### config.mk
export PLATFORM = sky130hd
export DESIGN_NAME = udp_tx_sched_flat
export DESIGN_NICKNAME = d
export VERILOG_FILES = /design/src/rtl/udp_tx_sched_if.sv /design/src/rtl/udp_tx_sched.sv /design/src/flat_wrapper.sv
export SDC_FILE = /design/constraint.sdc
export NUM_CORES = 1
export LEC_CHECK = 0
export BUFFER_PORTS_ARGS = -buffer_cell sky130_fd_sc_hd__buf_2
export CAP_MARGIN = 20
export CORE_MARGIN = 3
export CORE_UTILIZATION = 50
export CTS_CLUSTER_DIAMETER = 40
export DETAILED_ROUTE_END_ITERATION = 10
export PLACE_DENSITY = 0.74
export SLEW_MARGIN = 20
export SYNTH_ARGS = -nofsm -noshare
export SYNTH_HDL_FRONTEND = slang
export SYNTH_SLANG_ARGS = --single-unit
### constraint.sdc
create_clock -name rgmii_clk -period 3.5 [get_ports rgmii_clk]
set_input_delay 0.875 -clock rgmii_clk [delete_from_list [all_inputs] [get_ports rgmii_clk]]
set_output_delay 0.875 -clock rgmii_clk [all_outputs]
set_load 0.02 [all_outputs]
### src/rtl/udp_tx_sched_if.sv
// Bundle of requester-side and UDP-stack-side signals of the transmit scheduler.
// master is the scheduler's view; slave is the requesters plus stack.
interface udp_tx_sched_if;
  logic        req0;
  logic        req1;
  logic [15:0] len0;
  logic [15:0] len1;
  logic        src_valid0;
  logic        src_valid1;
  logic [7:0]  src_data0;
  logic [7:0]  src_data1;
  logic        src_ready0;
  logic        src_ready1;
  logic        done0;
  logic        done1;
  logic        err0;
  logic        err1;
  logic        arp_busy;
  logic        app_data_request;
  logic [15:0] app_data_length;
  logic        udp_send_ack;
  logic        app_data_in_valid;
  logic [7:0]  app_data_in;
  logic        mac_send_end;
  logic        grant;

  modport master (
    input  req0, req1, len0, len1,
    input  src_valid0, src_valid1, src_data0, src_data1,
    output src_ready0, src_ready1,
    output done0, done1, err0, err1,
    input  arp_busy,
    output app_data_request, app_data_length,
    input  udp_send_ack,
    output app_data_in_valid, app_data_in,
    input  mac_send_end,
    output grant
  );

  modport slave (
    output req0, req1, len0, len1,
    output src_valid0, src_valid1, src_data0, src_data1,
    input  src_ready0, src_ready1,
    input  done0, done1, err0, err1,
    output arp_busy,
    input  app_data_request, app_data_length,
    output udp_send_ack,
    input  app_data_in_valid, app_data_in,
    output mac_send_end,
    input  grant
  );
endinterface

### src/rtl/udp_tx_sched.sv
// Two-requester round-robin scheduler feeding single UDP datagrams into a UDP/IP/MAC stack.
// All outputs are registered; payload bytes appear one cycle after source acceptance.
//
// state    | meaning
// IDLE     | waiting for a request with ARP quiet; illegal lengths rejected here
// REQ      | app_data_request high, waiting for udp_send_ack or timeout
// XFER     | streaming payload bytes from the granted requester
// WAIT_END | payload done, waiting for mac_send_end or timeout
module udp_tx_sched #(
  parameter int MAX_LEN     = 1472,
  parameter int TIMEOUT_CYC = 125_000_000
) (
  input  logic           rgmii_clk,
  input  logic           rst,
  udp_tx_sched_if.master bus
);

  localparam int CW = $clog2(TIMEOUT_CYC + 1);

  typedef enum logic [1:0] {
    S_IDLE,
    S_REQ,
    S_XFER,
    S_WAIT_END
  } state_t;

  state_t        state_q, state_d;
  logic [15:0]   len_q, len_d;
  logic [15:0]   byte_cnt_q, byte_cnt_d;
  logic [CW-1:0] cyc_cnt_q, cyc_cnt_d;
  logic          grant_q, grant_d;
  logic          req_out_q, req_out_d;
  logic [1:0]    ready_q, ready_d;
  logic [1:0]    done_q, done_d;
  logic [1:0]    err_q, err_d;
  logic          dvalid_q, dvalid_d;
  logic [7:0]    dout_q, dout_d;

  logic          any_req;
  logic          pick;
  logic [15:0]   pick_len;
  logic          pick_bad;
  logic          sel_valid;
  logic [7:0]    sel_data;
  logic          fire;
  logic          cyc_expired;
  logic          pulse_busy;

  always_comb begin
    any_req     = bus.req0 | bus.req1;
    // With both requesting, the one not served last wins; otherwise whoever asks.
    pick        = (bus.req0 && bus.req1) ? ~grant_q : bus.req1;
    pick_len    = pick ? bus.len1 : bus.len0;
    pick_bad    = (pick_len == 16'd0) || (pick_len > 16'(MAX_LEN));
    sel_valid   = grant_q ? bus.src_valid1 : bus.src_valid0;
    sel_data    = grant_q ? bus.src_data1 : bus.src_data0;
    fire        = sel_valid && ready_q[grant_q];
    cyc_expired = (cyc_cnt_q == CW'(TIMEOUT_CYC - 1));
    // Holding off while a done/err pulse is out lets the requester drop req first.
    pulse_busy  = (done_q != 2'b00) || (err_q != 2'b00);

    state_d    = state_q;
    len_d      = len_q;
    byte_cnt_d = byte_cnt_q;
    cyc_cnt_d  = cyc_cnt_q + CW'(1);
    grant_d    = grant_q;
    req_out_d  = req_out_q;
    ready_d    = ready_q;
    done_d     = 2'b00;
    err_d      = 2'b00;
    dvalid_d   = 1'b0;
    dout_d     = dout_q;

    case (state_q)
      S_IDLE: begin
        if (!bus.arp_busy && any_req && !pulse_busy) begin
          grant_d = pick;
          if (pick_bad) begin
            err_d = pick ? 2'b10 : 2'b01;
          end else begin
            len_d     = pick_len;
            req_out_d = 1'b1;
            cyc_cnt_d = '0;
            state_d   = S_REQ;
          end
        end
      end
      S_REQ: begin
        if (bus.udp_send_ack) begin
          req_out_d  = 1'b0;
          byte_cnt_d = 16'd0;
          ready_d    = grant_q ? 2'b10 : 2'b01;
          state_d    = S_XFER;
        end else if (cyc_expired) begin
          req_out_d = 1'b0;
          err_d     = grant_q ? 2'b10 : 2'b01;
          state_d   = S_IDLE;
        end
      end
      S_XFER: begin
        if (fire) begin
          dvalid_d   = 1'b1;
          dout_d     = sel_data;
          byte_cnt_d = byte_cnt_q + 16'd1;
          if (byte_cnt_q == len_q - 16'd1) begin
            ready_d   = 2'b00;
            cyc_cnt_d = '0;
            state_d   = S_WAIT_END;
          end
        end
      end
      S_WAIT_END: begin
        if (bus.mac_send_end) begin
          done_d  = grant_q ? 2'b10 : 2'b01;
          state_d = S_IDLE;
        end else if (cyc_expired) begin
          err_d   = grant_q ? 2'b10 : 2'b01;
          state_d = S_IDLE;
        end
      end
      default: begin
        req_out_d = 1'b0;
        ready_d   = 2'b00;
        state_d   = S_IDLE;
      end
    endcase
  end

  always_ff @(posedge rgmii_clk) begin
    if (rst) begin
      state_q    <= S_IDLE;
      len_q      <= 16'd0;
      byte_cnt_q <= 16'd0;
      cyc_cnt_q  <= '0;
      grant_q    <= 1'b1;
      req_out_q  <= 1'b0;
      ready_q    <= 2'b00;
      done_q     <= 2'b00;
      err_q      <= 2'b00;
      dvalid_q   <= 1'b0;
      dout_q     <= 8'd0;
    end else begin
      state_q    <= state_d;
      len_q      <= len_d;
      byte_cnt_q <= byte_cnt_d;
      cyc_cnt_q  <= cyc_cnt_d;
      grant_q    <= grant_d;
      req_out_q  <= req_out_d;
      ready_q    <= ready_d;
      done_q     <= done_d;
      err_q      <= err_d;
      dvalid_q   <= dvalid_d;
      dout_q     <= dout_d;
    end
  end

  assign bus.src_ready0        = ready_q[0];
  assign bus.src_ready1        = ready_q[1];
  assign bus.done0             = done_q[0];
  assign bus.done1             = done_q[1];
  assign bus.err0              = err_q[0];
  assign bus.err1              = err_q[1];
  assign bus.app_data_request  = req_out_q;
  assign bus.app_data_length   = len_q;
  assign bus.app_data_in_valid = dvalid_q;
  assign bus.app_data_in       = dout_q;
  assign bus.grant             = grant_q;

endmodule

### src/flat_wrapper.sv
// flat-port wrapper written by rule: the top's interface ports become plain ports
module udp_tx_sched_flat 
#(
  parameter int MAX_LEN     = 1472,
  parameter int TIMEOUT_CYC = 125_000_000
)
  (rgmii_clk, rst, bus_req0, bus_req1, bus_len0, bus_len1, bus_src_valid0, bus_src_valid1, bus_src_data0, bus_src_data1, bus_src_ready0, bus_src_ready1, bus_done0, bus_done1, bus_err0, bus_err1, bus_arp_busy, bus_app_data_request, bus_app_data_length, bus_udp_send_ack, bus_app_data_in_valid, bus_app_data_in, bus_mac_send_end, bus_grant);
  udp_tx_sched_if bus_i ();
  input  logic rgmii_clk;
  input  logic rst;
  input wire logic [$bits(bus_i.req0)-1:0] bus_req0;
  input wire logic [$bits(bus_i.req1)-1:0] bus_req1;
  input wire logic [$bits(bus_i.len0)-1:0] bus_len0;
  input wire logic [$bits(bus_i.len1)-1:0] bus_len1;
  input wire logic [$bits(bus_i.src_valid0)-1:0] bus_src_valid0;
  input wire logic [$bits(bus_i.src_valid1)-1:0] bus_src_valid1;
  input wire logic [$bits(bus_i.src_data0)-1:0] bus_src_data0;
  input wire logic [$bits(bus_i.src_data1)-1:0] bus_src_data1;
  output wire logic [$bits(bus_i.src_ready0)-1:0] bus_src_ready0;
  output wire logic [$bits(bus_i.src_ready1)-1:0] bus_src_ready1;
  output wire logic [$bits(bus_i.done0)-1:0] bus_done0;
  output wire logic [$bits(bus_i.done1)-1:0] bus_done1;
  output wire logic [$bits(bus_i.err0)-1:0] bus_err0;
  output wire logic [$bits(bus_i.err1)-1:0] bus_err1;
  input wire logic [$bits(bus_i.arp_busy)-1:0] bus_arp_busy;
  output wire logic [$bits(bus_i.app_data_request)-1:0] bus_app_data_request;
  output wire logic [$bits(bus_i.app_data_length)-1:0] bus_app_data_length;
  input wire logic [$bits(bus_i.udp_send_ack)-1:0] bus_udp_send_ack;
  output wire logic [$bits(bus_i.app_data_in_valid)-1:0] bus_app_data_in_valid;
  output wire logic [$bits(bus_i.app_data_in)-1:0] bus_app_data_in;
  input wire logic [$bits(bus_i.mac_send_end)-1:0] bus_mac_send_end;
  output wire logic [$bits(bus_i.grant)-1:0] bus_grant;
  assign bus_i.req0 = bus_req0;
  assign bus_i.req1 = bus_req1;
  assign bus_i.len0 = bus_len0;
  assign bus_i.len1 = bus_len1;
  assign bus_i.src_valid0 = bus_src_valid0;
  assign bus_i.src_valid1 = bus_src_valid1;
  assign bus_i.src_data0 = bus_src_data0;
  assign bus_i.src_data1 = bus_src_data1;
  assign bus_src_ready0 = bus_i.src_ready0;
  assign bus_src_ready1 = bus_i.src_ready1;
  assign bus_done0 = bus_i.done0;
  assign bus_done1 = bus_i.done1;
  assign bus_err0 = bus_i.err0;
  assign bus_err1 = bus_i.err1;
  assign bus_i.arp_busy = bus_arp_busy;
  assign bus_app_data_request = bus_i.app_data_request;
  assign bus_app_data_length = bus_i.app_data_length;
  assign bus_i.udp_send_ack = bus_udp_send_ack;
  assign bus_app_data_in_valid = bus_i.app_data_in_valid;
  assign bus_app_data_in = bus_i.app_data_in;
  assign bus_i.mac_send_end = bus_mac_send_end;
  assign bus_grant = bus_i.grant;
  udp_tx_sched #(.MAX_LEN(MAX_LEN), .TIMEOUT_CYC(TIMEOUT_CYC)) u_core (.rgmii_clk(rgmii_clk), .rst(rst), .bus(bus_i));
endmodule
==> summary.md <==
| Metric | Value |
|---|---|
| Overall Global Routing Usage | `0.213` |
| Worst skew pair latency | `0.34 ns` |
| Via density | `5.71` |
| Unrepaired setup endpoints after global routing | `no` |
| Largest net degree at the start of global routing | `33` |
| Ys Warns | `0` |
| Ys async rst share | `0` |
| First DRT Iteration DRCs | `between 150 and 200` |
| Number of hold violations in the final report | `0` |
| Critical Path RT | `between 3 and 4 ns` |
| CTS root buffer | `clkbuf_8` |
| IO Count | `90` |
| HP Class | `flop to flop` |
| CP top delay family | `simple AND/OR/NAND/NOR gates` |
| Buf+Inv Stages, Crit Path | `2` |
| Least-Margin Pin Slew | `~0.62 ns` |
| Fin Clk Skew | `0.00601 ns` |
| Setup violators final | `0` |
| First-pass GRT wire length | `17,100 µm` |
| Reg2reg start | `u_core.bus.app_data_length[0]` |
| TritonCTS buffer count | `9` |
| Number of global-route vias before repair | `about 3,800` |
| Slew headroom | `0.587` |
| Htree depth | `3` |
| Row count | `32` |
| Period utilization | `0.781` |
| Pre-CTS WS | `~0.36 ns` |
| Die area | `roughly 9500 µm²` |
| Clk slew on worst S/H paths | `~0.08 ns` |
| Global route overflow | `0` |
| Source of the worst hold timing path | `u_core.bus.app_data_length[15]` |
| Synth cell types | `56` |
| Max FO, Critical Path | `32` |
| Post-Syn Area | `roughly 4200 µm²` |
| PostCTS Resize Cnt | `0` |
| Cell accounting for the most synthesized area | `dfxtp_1` |
| Syn-to-layout area delta | `16.0%` |
| Gpl congestion | `between 0.8 and 0.9` |
| Worst Setup Start Kind | `primary input` |
| DRT Wirelength | `9920 µm` |
| Cts hold-fix bufs | `0` |
| # nets final | `650` |
| Setup CP Type | `primary input to flop` |
| Synth area leaders | `dfxtp_1, xor2_1, nor2_1, nand2_1, mux2i_1` |
| CP peak stage delay | `0.56 ns` |
| VDD IR max | `0.000235 V` |
| Worst Path Arrival | `2.94 ns` |
| DR WL/cell | `approximately 14 µm` |
| Synthesized netlist net count | `571` |
| Die height | `97.6 µm` |
| Drt pass-1 iters | `5` |
| Layout fillers | `around 730` |
| DP Wirelength | `7370 µm` |
| Final ANT Viol Nets | `0` |
| Diodes inserted | `0` |
| Setup TNS | `0 ns` |
| Core ar. | `~8000 µm²` |
| Post-synth top area share | `0.372` |
| Max cap viols | `0` |
| Mapped Avg Cell Area | `about 8.2 µm²` |
| Clock Sinks | `78` |
| Final Worst Setup Slack | `around 0.77 ns` |
| Fin crit period | `2.73 ns` |
| Share of layout cells above drive strength 1 | `0.206` |
| Post-synth EDFFs | `0` |
| Most used flip-flop cell after synthesis | `dfxtp_1` |
| P per Cell Area | `between 300 and 400 nW/µm²` |
| Port Buffers | `a little under 90` |
| DRC errors left | `0` |
| Slew Viols, Final | `0` |
| Initial antenna violation count | `0` |
| Post-synthesis sequential area ratio | `0.372` |
| Pleak | `between 2 and 2.5 nW` |
| # Post-CTS Setup Buffers | `0` |
| Starting Density | `0.529` |
| Via count | `3,968` |
| Max Freq | `about 370 MHz` |
| CTS tree | `built` |
| CP cell instances | `buf_2 > or4_1 > nor4_1 > inv_1 > a311oi_2 > or2_2 > nor3_1` |
| Status | `finished clean` |
| Worst setup EP type | `flop` |
| Synth Register Bits | `between 70 and 80` |
| Synthesized instance count | `between 500 and 600` |
| CTS max path bufs | `2` |
| Slowest CP cell | `or2_2` |
| Crit path from | `bus_arp_busy` |
| Die W | `slightly below 100 µm` |
flip-flops by register name (all words and copies together), names as in the netlist:
register	cells
u_core.bus.app_data_length	16
u_core.state_q	2
u_core.cyc_cnt_q	27
u_core.byte_cnt_q	16
u_core.ready_q	2
u_core.bus.app_data_in_valid	1
u_core.bus.app_data_request	1
u_core.err_q	2
u_core.bus.grant	1
u_core.bus.app_data_in	8
u_core.done_q	2
path summary, 6_finish.rpt:
path	cells after the start	slack, ns	endpoint
worst min-delay path	2	0.46	u_core.bus.app_data_length[15]
worst max-delay path	7	0.77	u_core.cyc_cnt_q[21]
worst min register to register	2	0.46	u_core.bus.app_data_length[15]
worst max register to register	9	0.78	u_core.cyc_cnt_q[21]
synth_stat cells, drive strengths merged (2+ instances only):
cell     count
a211o        3
a211oi       9
a21oi       13
a31oi        3
a41oi        2
and3         9
and3b        2
and4         5
buf         11
clkbuf      16
dfxtp       78
ha           3
inv         14
mux2         3
mux2i       20
nand2       55
nand2b       3
nand3       15
nand3b       2
nand4       14
nor2        61
nor2b        7
nor3        39
nor3b        6
nor4        13
nor4b        2
o2111ai      3
o211ai       2
o21ai       14
o22ai        2
or2          4
or3          6
or4          5
xnor2       22
xor2        30
power breakdown:
group | internal [W] | switching, W
combinational | 0.0000593 | 0.0000766
sequential | 0.000893 | 0.00000630
clock | 0.000318 | 0.000314
cells in the final DEF (no fill, tap or decap), types with 15 or more instances in the layout:
| master | n |
|---|---|
| buf_2 | 89 |
| dfxtp_1 | 78 |
| mux2i_1 | 20 |
| nand2_1 | 55 |
| nand3_1 | 15 |
| nor2_1 | 61 |
| nor3_1 | 39 |
| xnor2_1 | 22 |
| xor2_1 | 30 |
tightest hold or removal path: cells and delay by family, from the launching register on:
kind	cells	cell delay (ns)
flops	1	0.33
buf+inv	1	0.05
simple gates	1	0.04
per-stage QoR:
step,cell area [µm²],std cells,power [W],hold slack (ns),utilization
finish,4860,695,0.00167,0.463,0.613
global route,4860,695,0.00174,0.499,0.613
CTS,4860,695,0.00168,0.470,0.613
detailed placement,4690,681,0.00105,0.458,0.591
global placement,4690,681,0.00105,0.453,0.591
floorplan,4190,511,0.00100,0.453,-
cell families after synthesis:
group | after synthesis | share of synthesized area
AOI/OAI and AO/OA | 63 | 0.103
xor gates and xnor gates | 52 | 0.109
adders and majority gates | 3 | 0.00895
buffers and inverters | 41 | 0.0442
DFF | 78 | 0.372
muxes | 23 | 0.0558
and+or+nand+nor | 251 | 0.307
layer usage:
metal  wire length (µm)  GRT usage
met3                524     0.0495
met4                113     0.0660
met1               4410      0.272
met5                  0          0
met2               4880      0.357
area by class of cell:
class	count	area, µm²	area share
repair buffers	95	490	0.101
inverters	14	52.6	0.0108
flip-flops and latches	78	1560	0.321
multi-input cells	392	2450	0.505
clock inverters	5	52.6	0.0108
clock buffers	9	124	0.0255
well taps	102	128	0.0262
Power figures use the tool's default switching activity.
